**src/rtl/bin_to_dyn_7seg.sv**
```systemverilog
// bin_to_dyn_7seg
//   Binary to decimal converter driving a dynamic (time-multiplexed)
//   seven-segment display.
//
//   - Iterative shift-add-3 (double-dabble) converter FSM:
//     IDLE -> CONV (w_bin cycles) -> LOAD -> IDLE, free-running,
//     one conversion every w_bin+2 cycles.
//   - Snapshot display register, written only in LOAD, so the scanner
//     never shows a half-converted value.
//   - Digit scanner: one digit every P = clk_mhz*1e6/refresh_hz cycles,
//     registered one-hot digit select and segment outputs.
//
//   Optional build macro:
//     BIN_TO_DYN_7SEG_LEADING_ZERO_BLANK_EN
//       defined   : zero digits above the most significant nonzero digit
//                   are blanked (digit 0 is never blanked).
//       undefined : every digit shows its decoded value, leading zeros too.
//
//   Segment bus abcdefgh: bit7 = a ... bit1 = g, bit0 = h (dp, held 0).

module bin_to_dyn_7seg #(
    parameter int clk_mhz    = 50,
    parameter int refresh_hz = 1000,
    parameter int w_bin      = 6,
    parameter int w_digit    = 6
) (
    input  logic               clk,
    input  logic               rst_n,
    input  logic [w_bin-1:0]   bin,
    output logic [7:0]         abcdefgh,
    output logic [w_digit-1:0] digit,
    output logic               updated
);

    // ------------------------------------------------------------------
    // Derived constants
    // ------------------------------------------------------------------
    localparam int scan_period = clk_mhz * 1_000_000 / refresh_hz;
    localparam int w_cnt       = (scan_period > 1) ? $clog2(scan_period) : 1;
    localparam int w_idx       = (w_digit > 1) ? $clog2(w_digit) : 1;
    localparam int w_it        = (w_bin > 1) ? $clog2(w_bin) : 1;
    localparam int w_bcd       = 4 * w_digit;

    localparam logic [w_cnt-1:0] cnt_last = w_cnt'(scan_period - 1);
    localparam logic [w_idx-1:0] idx_last = w_idx'(w_digit - 1);
    localparam logic [w_it-1:0]  it_last  = w_it'(w_bin - 1);

    // Elaboration-time sanity checks on the configuration
    generate
        if (scan_period < 2) begin : g_bad_scan_period
            $error("bin_to_dyn_7seg: scan period clk_mhz*1e6/refresh_hz must be >= 2");
        end
        if (w_bin < 1) begin : g_bad_w_bin
            $error("bin_to_dyn_7seg: w_bin must be >= 1");
        end
        if (w_digit < 1) begin : g_bad_w_digit
            $error("bin_to_dyn_7seg: w_digit must be >= 1");
        end
    endgenerate

    // ------------------------------------------------------------------
    // Segment decoder: BCD nibble -> active-high abcdefgh (dp = 0).
    // Nibbles 10..15 cannot come out of the converter and decode blank.
    // ------------------------------------------------------------------
    function automatic logic [7:0] seg_decode(input logic [3:0] nib);
        logic [7:0] seg;
        case (nib)
            4'd0:    seg = 8'hFC;
            4'd1:    seg = 8'h60;
            4'd2:    seg = 8'hDA;
            4'd3:    seg = 8'hF2;
            4'd4:    seg = 8'h66;
            4'd5:    seg = 8'hB6;
            4'd6:    seg = 8'hBE;
            4'd7:    seg = 8'hE0;
            4'd8:    seg = 8'hFE;
            4'd9:    seg = 8'hF6;
            default: seg = 8'h00;
        endcase
        return seg;
    endfunction

    // ------------------------------------------------------------------
    // Converter state
    // ------------------------------------------------------------------
    typedef enum logic [1:0] {
        S_IDLE = 2'd0,
        S_CONV = 2'd1,
        S_LOAD = 2'd2
    } state_t;

    state_t                   state;
    logic [w_bin-1:0]         bin_reg;   // binary half of the shift register
    logic [w_bcd-1:0]         bcd_reg;   // BCD half of the shift register
    logic [w_it-1:0]          it;        // iteration counter within CONV
    logic [w_bcd-1:0]         disp_reg;  // snapshot shown by the scanner

    logic [w_bcd-1:0]         bcd_adj;
    logic [w_bcd+w_bin-1:0]   sh_next;

    // Add-3 correction on every BCD nibble >= 5, then shift {bcd, bin} left.
    // Digits beyond w_digit fall off the top, leaving the value mod 10^w_digit.
    always_comb begin
        // NOTE: every variable gets a default before any conditional
        // assignment so no path leaves it unassigned (no inferred latch).
        bcd_adj = bcd_reg;
        for (int i = 0; i < w_digit; i++) begin
            if (bcd_reg[4*i +: 4] >= 4'd5) begin
                bcd_adj[4*i +: 4] = bcd_reg[4*i +: 4] + 4'd3;
            end
        end
        sh_next = {bcd_adj, bin_reg} << 1;
    end

    // Converter FSM: sample in IDLE, iterate in CONV, publish in LOAD.
    always_ff @(posedge clk or negedge rst_n) begin
        if (!rst_n) begin
            state    <= S_IDLE;
            bin_reg  <= '0;
            bcd_reg  <= '0;
            it       <= '0;
            disp_reg <= '0;
            updated  <= 1'b0;
        end else begin
            // NOTE: sequential state uses non-blocking assignments so every
            // register samples the pre-edge values, independent of order.
            updated <= 1'b0;
            case (state)
                S_IDLE: begin
                    bin_reg <= bin;
                    bcd_reg <= '0;
                    it      <= '0;
                    state   <= S_CONV;
                end
                S_CONV: begin
                    {bcd_reg, bin_reg} <= sh_next;
                    it                 <= it + 1'b1;
                    if (it == it_last) begin
                        state <= S_LOAD;
                    end
                end
                S_LOAD: begin
                    disp_reg <= bcd_reg;
                    updated  <= 1'b1;
                    state    <= S_IDLE;
                end
                default: begin
                    state <= S_IDLE;
                end
            endcase
        end
    end

    // ------------------------------------------------------------------
    // Scanner
    // ------------------------------------------------------------------
    logic [w_cnt-1:0] cnt;
    logic [w_idx-1:0] idx;
    logic [3:0]       cur_nib;
    logic [7:0]       seg_next;

    // Select the display nibble for the digit currently being scanned.
    always_comb begin
        cur_nib = '0;
        for (int i = 0; i < w_digit; i++) begin
            if (idx == w_idx'(i)) begin
                cur_nib = disp_reg[4*i +: 4];
            end
        end
    end

`ifdef BIN_TO_DYN_7SEG_LEADING_ZERO_BLANK_EN
    logic [w_digit-1:0] blank;
    logic               cur_blank;

    // A digit is blank when it and every digit above it are zero;
    // digit 0 always shows, so a zero value displays a single "0".
    always_comb begin
        logic nz_above;
        nz_above = 1'b0;
        blank    = '0;
        for (int i = w_digit - 1; i >= 0; i--) begin
            nz_above = nz_above | (disp_reg[4*i +: 4] != 4'd0);
            blank[i] = (i != 0) && !nz_above;
        end
    end

    // Blank flag of the digit currently being scanned.
    always_comb begin
        cur_blank = 1'b0;
        for (int i = 0; i < w_digit; i++) begin
            if (idx == w_idx'(i)) begin
                cur_blank = blank[i];
            end
        end
    end

    assign seg_next = cur_blank ? 8'h00 : seg_decode(cur_nib);
`else
    assign seg_next = seg_decode(cur_nib);
`endif

    // Scan counter, digit index and registered display outputs.
    always_ff @(posedge clk or negedge rst_n) begin
        if (!rst_n) begin
            cnt      <= '0;
            idx      <= '0;
            digit    <= '0;
            abcdefgh <= 8'h00;
        end else begin
            digit    <= w_digit'(1) << idx;
            abcdefgh <= seg_next;
            if (cnt == cnt_last) begin
                cnt <= '0;
                idx <= (idx == idx_last) ? '0 : idx + 1'b1;
            end else begin
                cnt <= cnt + 1'b1;
            end
        end
    end

endmodule
```
**config.mk**
```make
export PLATFORM = sky130hd
export DESIGN_NAME = bin_to_dyn_7seg
export DESIGN_NICKNAME = d
export VERILOG_FILES = /design/src/rtl/bin_to_dyn_7seg.sv
export SDC_FILE = /design/constraint.sdc
export NUM_CORES = 1
export LEC_CHECK = 0
export ABC_AREA = 1
export BUFFER_PORTS_ARGS = -buffer_cell sky130_fd_sc_hd__buf_2
export CORE_MARGIN = 4
export CORE_UTILIZATION = 45
export CTS_CLUSTER_DIAMETER = 30
export DETAILED_ROUTE_END_ITERATION = 6
export GPL_TIMING_DRIVEN = 0
export HOLD_SLACK_MARGIN = 0.15
export MAX_ROUTING_LAYER = met4
export PLACE_DENSITY = 0.68
export REMOVE_ABC_BUFFERS = 1
export SETUP_SLACK_MARGIN = 0.05
export SYNTH_ARGS = -nofsm -noshare
export SYNTH_HDL_FRONTEND = slang
export SYNTH_SLANG_ARGS = --single-unit
```
**constraint.sdc**
```tcl
create_clock -name clk -period 3 [get_ports clk]
set_clock_uncertainty 0.1 [all_clocks]
set_input_delay 0.15 -clock clk [delete_from_list [all_inputs] [get_ports clk]]
set_output_delay 0.15 -clock clk [all_outputs]
set_load 0.01 [all_outputs]
```
==> impl_metrics.json <==
{
  "cap_violations": 0,
  "p_seq_share_pct": 54.7,
  "comb_power_share_pct": 11.2,
  "antenna_cells": 0,
  "period_minus_slack_ps": 2580,
  "yosysUniqueCellTypes": 32,
  "core_area_sq_um": 9770,
  "start_util_pct": 46.3,
  "area_delta_synth_final_pct": 11.8,
  "crit_slowest_cell": "dfrtp_1",
  "relSlewSlack_pct": 34.8,
  "grt_pass1_wl_um": 15600,
  "yosysMostFrequentCell": "nand2_1",
  "tightest_slew_ps": 976,
  "synth-main-ff-cell": "dfrtp_1",
  "crit_family": "buffers and inverters",
  "rsz0062_at_grt": "no",
  "critical_path.endpoint_type": "register",
  "fin_crit_sh_pct": 85.9,
  "crit_fanout": 44,
  "ys_seq_area_share_pct": 50.9,
  "placed_area_sq_um": 4780,
  "hpwl_um": 6160,
  "worstPathCellList": "inv_1 > nor2_1 > clkinv_2 > o21ai_0",
  "port_buffers": 21,
  "critPathBufInv": 2,
  "nets": 601,
  "synth_area_leader_cell": "dfrtp_1",
  "arrival_ps": 2730,
  "total_power_mw": 2.42,
  "final_area_sq_um": 5060,
  "cts_tree": "built",
  "clock_latency_ps": 350,
  "cts_buffers": 9,
  "die_area_sq_um": 11700,
  "placed_cells": 684,
  "firstDrtPassIters": 4,
  "setup_violations": 0,
  "wirelength_um": 8690,
  "via_per_inst": 5.00,
  "ys_top_cells_by_area": "dfrtp_1, nand2_1, o21ai_0",
  "antenna_found_initial": 0,
  "hp-class": "register to register",
  "gp_congestion": 0.878,
  "grt.total_usage_pct": 16.8,
  "clock_path_buffers": 2,
  "grt_pass1_vias": 3449,
  "detail-route-antenna-nets": 0,
  "cts.sinks": 92,
  "synth_enable_flop_cells": 0,
  "synthTopCellsByCount": "nand2_1, dfrtp_1, inv_1",
  "drive_above_1_share_pct": 8.35,
  "slowest_delay_ps": 550,
  "netlist.area_leader.share_pct": 50.9,
  "async_flop_share_pct": 100,
  "status": "finished, final reports clean",
  "final_cell_count_no_fill": 708,
  "die_w_um": 108,
  "h-tree-depth": 3,
  "die_y_um": 108,
  "syn_area_sq_um": 4530,
  "cts-root-buf": "clkbuf_8",
  "cts_setup_buffers": 0,
  "ys_ff_latch": 92,
  "synth_area_per_cell_sq_um": 8.37,
  "ir_worst_vdd_uv": 297,
  "fmax_mhz": 388,
  "p_sw_uw": 610,
  "ys_warn_count": 0,
  "grt_max_degree": 67,
  "clkPwrFrac_pct": 34.2,
  "wire_per_inst_um": 12.3,
  "grt_overflow_total": 0,
  "leakage_nw": 2.42,
  "switching_share_pct": 25.2,
  "start_kind": "register",
  "ios": 23,
  "num_rows": 36,
  "synthCells": 541,
  "p_per_area_nw_per_um2": 477,
  "clk_pin_slew_ps": 90,
  "worst_ep_required_time_ps": 3150,
  "drc": 0,
  "vias": 3539,
  "p_int_mw": 1.81,
  "finalMaxSlewViolations": 0,
  "drt_iter0_markers": 182,
  "worstSetupPathType": "register to register",
  "hold_violations": 0
}
## area by class of cell
cell class	instances	area (sq um)
clock buffer	11	141
clock inverter	4	50.0
fill	955	4710
inverter	82	309
multi-input combinational	355	1870
sequential	92	2300
tap	133	166
timing repair buffer	31	225
## worst reg2reg max path: stages, from the launching register on
cell	delay, ps
dfrtp_1	550
inv_1	460
nor2_1	500
clkinv_2	510
o21ai_0	370
## worst paths after layout
check | depth (start not counted) | end | slack [ps] | start
max | 4 | disp_reg[23] | 420 | state[1]
min | 1 | cnt[0] | 380 | cnt[0]
max reg2reg | 4 | disp_reg[23] | 420 | state[1]
min reg2reg | 1 | cnt[0] | 380 | cnt[0]
max in group asynchronous | 4 | cnt[13] | 1210 | rst_n
min in group asynchronous | 3 | idx[2] | 710 | rst_n
## cell families (layout without fill, tap and decap cells)
family / after synthesis / count (layout) / share of synthesized area [%]
other cells: 1 / 1 / 0.0829
flops: 92 / 92 / 50.9
compound gates: 100 / 100 / 12.1
fa+ha+maj: 22 / 22 / 6.08
xor+xnor: 10 / 10 / 1.94
buf+inv: 94 / 128 / 7.93
simple gates: 222 / 222 / 21.0
## metal layers
layer  GRT usage, %  wire, um
met5              -         0
met4           3.79        69
met3           3.22       207
met2           28.3      4290
met1           21.1      4120
## cells in the final DEF (no fill, tap or decap), types with 9 or more instances in the layout
| cell | netlist | final |
|---|---|---|
| nand2_1 | 123 | 123 |
| nor2_1 | 38 | 37 |
| xor2_1 | 10 | 10 |
| clkbuf_8 | 0 | 10 |
| dfrtp_1 | 92 | 92 |
| inv_1 | 77 | 77 |
| a21oi_1 | 14 | 14 |
| buf_2 | 2 | 20 |
| o22ai_1 | 9 | 9 |
| dlygate4sd3_1 | 0 | 9 |
| nand3_1 | 36 | 36 |
| ha_1 | 22 | 22 |
| o21ai_0 | 65 | 65 |
## timing repair
action | in CTS | in global routing
hold endpoints to repair | 98 | 0
hold buffers | 9 | 0
gates resized for setup | 1 | 0
endpoints found under the setup margin | 22 | 0
## power by group through the flow
stage	logic, mW	registers (mW)	clock network (mW)
after floorplan	0.140	1.37	0
after global placement	0.258	1.35	0
after detailed placement	0.266	1.35	0
after CTS	0.276	1.32	0.855
after global routing	0.318	1.33	0.902
final	0.270	1.32	0.825
## per-stage QoR
| step | TNS, ps | setup slack [ps] | hold WS [ps] | util, % |
|---|---|---|---|---|
| floorplan | 0 | 839 | -246 | - |
| global placement | -1080 | -212 | 269 | 48.6 |
| detailed placement | -57.1 | -57.1 | -2.69 | 48.9 |
| CTS | 0 | 382 | 383 | 51.8 |
| global route | 0 | 63.0 | 396 | 51.8 |
| finish | 0 | 423 | 376 | 51.8 |
(Power assumes the default switching activity.)
